## config.mk

```make
export PLATFORM = sky130hd
export DESIGN_NAME = adc_ch_averager
export DESIGN_NICKNAME = d
export VERILOG_FILES = /design/src/rtl/adc_ch_averager.sv
export SDC_FILE = /design/constraint.sdc
export NUM_CORES = 1
export LEC_CHECK = 0
export CAP_MARGIN = 20
export CORE_MARGIN = 4
export CORE_UTILIZATION = 30
export CTS_CLUSTER_SIZE = 16
export DETAILED_ROUTE_END_ITERATION = 10
export GPL_TIMING_DRIVEN = 0
export HOLD_SLACK_MARGIN = 0.1
export SYNTH_ARGS = -nofsm -noshare
export SYNTH_HDL_FRONTEND = slang
export SYNTH_SLANG_ARGS = --single-unit
```

## constraint.sdc

```tcl
create_clock -name clock -period 7.2 [get_ports clock]
set_input_delay 0.72 -clock clock [delete_from_list [all_inputs] [get_ports clock]]
set_output_delay 0.72 -clock clock [all_outputs]
set_load 0.1 [all_outputs]
```

## src/rtl/adc_ch_averager.sv

```systemverilog
// adc_ch_averager
//   Per-channel boxcar averager for a multiplexed ADC sample stream.
//   Each channel accumulates 2^AVG_LOG2 accepted samples. The sample that
//   completes a block produces one result: the block sum shifted right by
//   AVG_LOG2 (floor). Results leave through a valid/ready holding register.
//
// Ports
//   clock         single clock for all logic
//   reset         synchronous, active-high; wins over clear and handshakes
//   sample_valid  upstream sample present
//   sample_ch     channel index of the presented sample (3 bits)
//   sample_data   unsigned conversion result (DATA_W bits)
//   sample_ready  sample is taken this cycle when sample_valid is also high
//   clear         synchronous flush of all accumulation and pending result
//   avg_valid     averaged result held on avg_ch / avg_data
//   avg_ch        channel of the held result
//   avg_data      averaged value
//   avg_ready     downstream accepts the held result
//   busy_mask     bit n set while channel n holds a partial block
module adc_ch_averager #(
   parameter int DATA_W   = 12,
   parameter int AVG_LOG2 = 4,
   parameter int NUM_CH   = 8
) (
   input  logic              clock,
   input  logic              reset,
   input  logic              sample_valid,
   input  logic [2:0]        sample_ch,
   input  logic [DATA_W-1:0] sample_data,
   output logic              sample_ready,
   input  logic              clear,
   output logic              avg_valid,
   output logic [2:0]        avg_ch,
   output logic [DATA_W-1:0] avg_data,
   input  logic              avg_ready,
   output logic [NUM_CH-1:0] busy_mask
);

   // The accumulator carries AVG_LOG2 guard bits so a full block of
   // full-scale samples cannot overflow. A one-bit counter is kept when
   // AVG_LOG2 is 0; it then stays at zero and every sample completes.
   localparam int ACC_W = DATA_W + AVG_LOG2;
   localparam int CNT_W = (AVG_LOG2 > 0) ? AVG_LOG2 : 1;
   localparam logic [CNT_W-1:0] CNT_LAST = CNT_W'((1 << AVG_LOG2) - 1);

   function automatic logic [DATA_W-1:0] trunc_avg(input logic [ACC_W-1:0] sum);
      return DATA_W'(sum >> AVG_LOG2);
   endfunction

   logic [ACC_W-1:0]  acc     [NUM_CH];
   logic [CNT_W-1:0]  cnt     [NUM_CH];
   logic [ACC_W-1:0]  acc_nxt [NUM_CH];
   logic [CNT_W-1:0]  cnt_nxt [NUM_CH];
   logic [NUM_CH-1:0] busy_nxt;

   logic              accept_p0;
   logic              complete_p0;
   logic [ACC_W-1:0]  sum_p0;

   // Input is only stalled by clear or by a result that cannot leave.
   assign sample_ready = !clear && !(avg_valid && !avg_ready);
   assign accept_p0    = sample_valid && sample_ready;
   assign sum_p0       = acc[sample_ch] + ACC_W'(sample_data);
   assign complete_p0  = accept_p0 && (cnt[sample_ch] == CNT_LAST);

   always_comb begin
      for (int i = 0; i < NUM_CH; i++) begin
         acc_nxt[i] = acc[i];
         cnt_nxt[i] = cnt[i];
      end
      if (accept_p0) begin
         if (complete_p0) begin
            acc_nxt[sample_ch] = '0;
            cnt_nxt[sample_ch] = '0;
         end else begin
            acc_nxt[sample_ch] = sum_p0;
            cnt_nxt[sample_ch] = cnt[sample_ch] + CNT_W'(1);
         end
      end
      for (int i = 0; i < NUM_CH; i++) begin
         busy_nxt[i] = (cnt_nxt[i] != '0);
      end
   end

   // p0 -> result register
   always_ff @(posedge clock) begin
      if (reset) begin
         for (int i = 0; i < NUM_CH; i++) begin
            acc[i] <= '0;
            cnt[i] <= '0;
         end
         avg_valid <= 1'b0;
         avg_ch    <= '0;
         avg_data  <= '0;
         busy_mask <= '0;
      end else if (clear) begin
         for (int i = 0; i < NUM_CH; i++) begin
            acc[i] <= '0;
            cnt[i] <= '0;
         end
         avg_valid <= 1'b0;
         busy_mask <= '0;
      end else begin
         for (int i = 0; i < NUM_CH; i++) begin
            acc[i] <= acc_nxt[i];
            cnt[i] <= cnt_nxt[i];
         end
         busy_mask <= busy_nxt;
         // A completing accept can only occur when the holding register is
         // empty or being drained this cycle, so loading it never drops data.
         if (complete_p0) begin
            avg_valid <= 1'b1;
            avg_ch    <= sample_ch;
            avg_data  <= trunc_avg(sum_p0);
         end else if (avg_ready) begin
            avg_valid <= 1'b0;
         end
      end
   end

endmodule

```

==> out/qor.csv <==
metric,value,unit
status,"complete, no violations",
power_switching,818.3,uW
endpoint_kind,flip-flop,
grt.total_usage,0.1965,
cts_buffers,17,
finalCritPeriodShare,0.8470,
wl_met2,17590,um
antenna_found_initial,0,
cts_buffer_depth,2,
cts_root_buffer,clkbuf_16,
wl_met1,15420,um
cts-resized-gates,0,
start_util,0.3067,
die_w,194.1,um
viasPerCell,5.909,
whs_path_depth,2,
seq_power_share,0.475,
num_antenna_cells,0,
final_util,0.3567,
first_global_vias,9125,
wl_met3,3881,um
synth_top_area_share,0.4048,
syn_inst,1103,
cp-start-kind,input pin,
portBuffers,42,
top_layer,met4,
slew-limit-headroom,0.2565,
dp_hpwl,26240,um
worst_slew_pin_slew,1113,ps
period_needed,6098,ps
synth_edf_count,140,
critPathMaxStageDelay,930,ps
cts_tree,yes,
clock_latency,450,ps
area_delta_synth_final,16.31,%
crit_type,input pin to flip-flop,
final_nets,1228,
required,7370,ps
rsz0062_at_grt,false,
gp_congestion,0.9488,
async_reset_ff_frac,0,
ys_ff_latch,184,
syn_avg_cell_area,9.416,sq um
first_pass_iters,7,
drtIter0Drc,1430,
yosysWarnings,0,
final_max_slew_viol_count,0,
path_cells,"clkdlybuf4s50_1, buf_2, nor3b_1, clkbuf_1, clkbuf_1, a22oi_1, nand4_1, ha_1, o211a_1, a211oi_1, a211o_1, nand2_1, a31oi_1, o41ai_1",
io_pins,45,
design_area,12080,sq um
dieArea,37660,sq um
drtAntennaViolNets,0,
power.total,2612,uW
place_area,11520,sq um
holdBufCountCts,0,
synth.area.top_cells,"edfxtp_1, dfxtp_1, nand2_1",
synth_area,10390,sq um
clock-skew-final,16.95,ps
grt_pass1_wl,57280,um
routed-via-count,9780,
grt_max_degree,33,
p_sw_frac,0.3133,
drt-wirelength-per-cell,23.24,um
comb_power_share,0.170,
hp-start,avg_ch[2]$_SDFFE_PP0P_,
r2r_end,acc[3][8]$_SDFFCE_PN0P_,
die_h,194.1,um
coreArea,33870,sq um
intPower,1793,uW
setup_viol,0,
ys_seq_area_frac,0.4896,
ys.flop_type,edfxtp_1,
cts_num_sinks,184,
crit_slowest_cell,nor3b_1,
cap_viol_max_count,0,
r2r_slack,3540,ps
hold_viol,0,
routed_wl,38460,um
drc,0,
irDropWorstVdd,0.1289,mV
hold_path_class,flip-flop to flip-flop,
tns,0,ps
power_density,216.2,nW/um^2
overflow,0,
crit_arrival,6270,ps
ys_types,65,
r2r_cells,10,
power.leakage,0.004178,uW
cpMostUsedCell,clkbuf_1,
layout-drive-gt1-share,0.07622,
path_clk_slew,80,ps
r2r_start,acc[6][2]$_SDFFCE_PN0P_,
yosys.area.top_type,edfxtp_1,
htreeDepth,4,
hold_end,avg_ch[2]$_SDFFE_PP0P_,
path_max_fanout,10,
max_freq,0.1640,GHz
std_cell_rows,67,
cts_setup_buffers,0,
p_clk_frac,0.354,
-- layer usage --
layer,global-route usage,vias up
met5,0,-
met2,0.3092,628
li1,-,4306
met1,0.2658,4721
met3,0.03910,125
met4,0.08047,0
-- cell usage in the layout, fill, tap and decap left out, types with 20 or more instances in the layout --
cell type	synthesis	layout
a21oi_1	109	109
a22oi_1	56	56
clkbuf_1	62	64
clkdlybuf4s50_1	0	42
conb_1	1	28
dfxtp_1	44	44
edfxtp_1	140	140
mux2i_1	20	20
nand2_1	198	195
nand3_1	86	86
nor2_1	58	58
o21ai_0	49	49
or4_1	21	21
-- state kept, by name, summed over array words and instances, names as in the netlist --
register	cells
avg_data	12
busy_mask	8
acc	128
avg_ch	3
cnt	32
avg_valid	1
-- cell type report --
| class | count | area, sq um |
|---|---|---|
| Multi-Input combinational cell | 841 | 4946 |
| Fill cell | 3500 | 21790 |
| Sequential cell | 184 | 5085 |
| Tap cell | 448 | 560.5 |
| Clock buffer | 19 | 432.9 |
| Buffer | 96 | 430.4 |
| Clock inverter | 13 | 123.9 |
| Timing Repair Buffer | 45 | 467.9 |
| Inverter | 9 | 33.78 |
-- worst max-delay path, delay by kind of cell --
family / cells / cell delay [ps]
compound gates: 6 / 1720
fa+ha+maj: 1 / 320
buf+inv: 4 / 2230
simple gates: 3 / 1270
-- worst max path at each step --
stage                            start                        to  slack, ps  cells after the start
after global placement    sample_ch[2]  acc[2][14]$_SDFFCE_PN0P_        740                     14
after detailed placement  sample_ch[2]  acc[7][14]$_SDFFCE_PN0P_        780                     14
after CTS                 sample_ch[2]  acc[2][14]$_SDFFCE_PN0P_       1270                     14
final                     sample_ch[2]  acc[2][14]$_SDFFCE_PN0P_       1100                     14
after global routing      sample_ch[2]  acc[5][10]$_SDFFCE_PN0P_        940                     14
after floorplan           sample_ch[1]  acc[1][14]$_SDFFCE_PN0P_       2720                     19
-- cells by family after synthesis --
group | share of synthesized area
simple gates | 0.2105
compound gates | 0.1842
buf+inv | 0.04469
fa+ha+maj | 0.01759
flops | 0.4896
xor+xnor | 0.004216
mux | 0.04891
other cells | 0.0003611
-- power groups by stage --
stage / logic [uW] / registers [uW] / clock network, uW
2_1_floorplan: 262 / 1270 / 0
3_3_place_gp: 423 / 1260 / 0
3_5_place_dp: 432 / 1260 / 0
4_1_cts: 434 / 1240 / 928
5_1_grt: 474 / 1250 / 968
6_report: 445 / 1240 / 926
-- through the flow --
step | hold slack [ps] | setup WS [ps] | instances
final | 456.0 | 1102 | 1655
after global routing | 478.5 | 937.0 | 1655
after CTS | 459.9 | 1266 | 1655
after detailed placement | 448.3 | 783.2 | 1623
after global placement | 441.9 | 735.3 | 1620
after floorplan | 433.4 | 2722 | 1130
-- cells in the mapped netlist, types with 3 or more instances --
master and n:
o21ai_0 49, a22o_1 4, a211o_1 5, mux4_2 8
nand3_1 86, clkbuf_1 62, edfxtp_1 140, xor2_1 5
buf_6 4, buf_1 8, nand2b_1 3, a221oi_1 7
buf_2 17, or4_1 21, a32oi_1 10, and2_1 9
nand2_1 198, ha_1 13, a21oi_1 109, buf_4 5
a22oi_1 56, nand4b_1 9, nand4_1 12, o41ai_1 12
inv_1 9, nor2_1 58, mux2_2 10, or3_1 3
nor2b_1 8, and3_1 7, a31oi_1 9, o31ai_1 3
dfxtp_1 44, nor3_1 16, o22ai_1 4, nand3b_1 10
and4_1 3, mux2i_1 20, o21a_1 6, a21o_1 5
and3b_1 3
No activity file was read; power rests on OpenSTA's default activity.
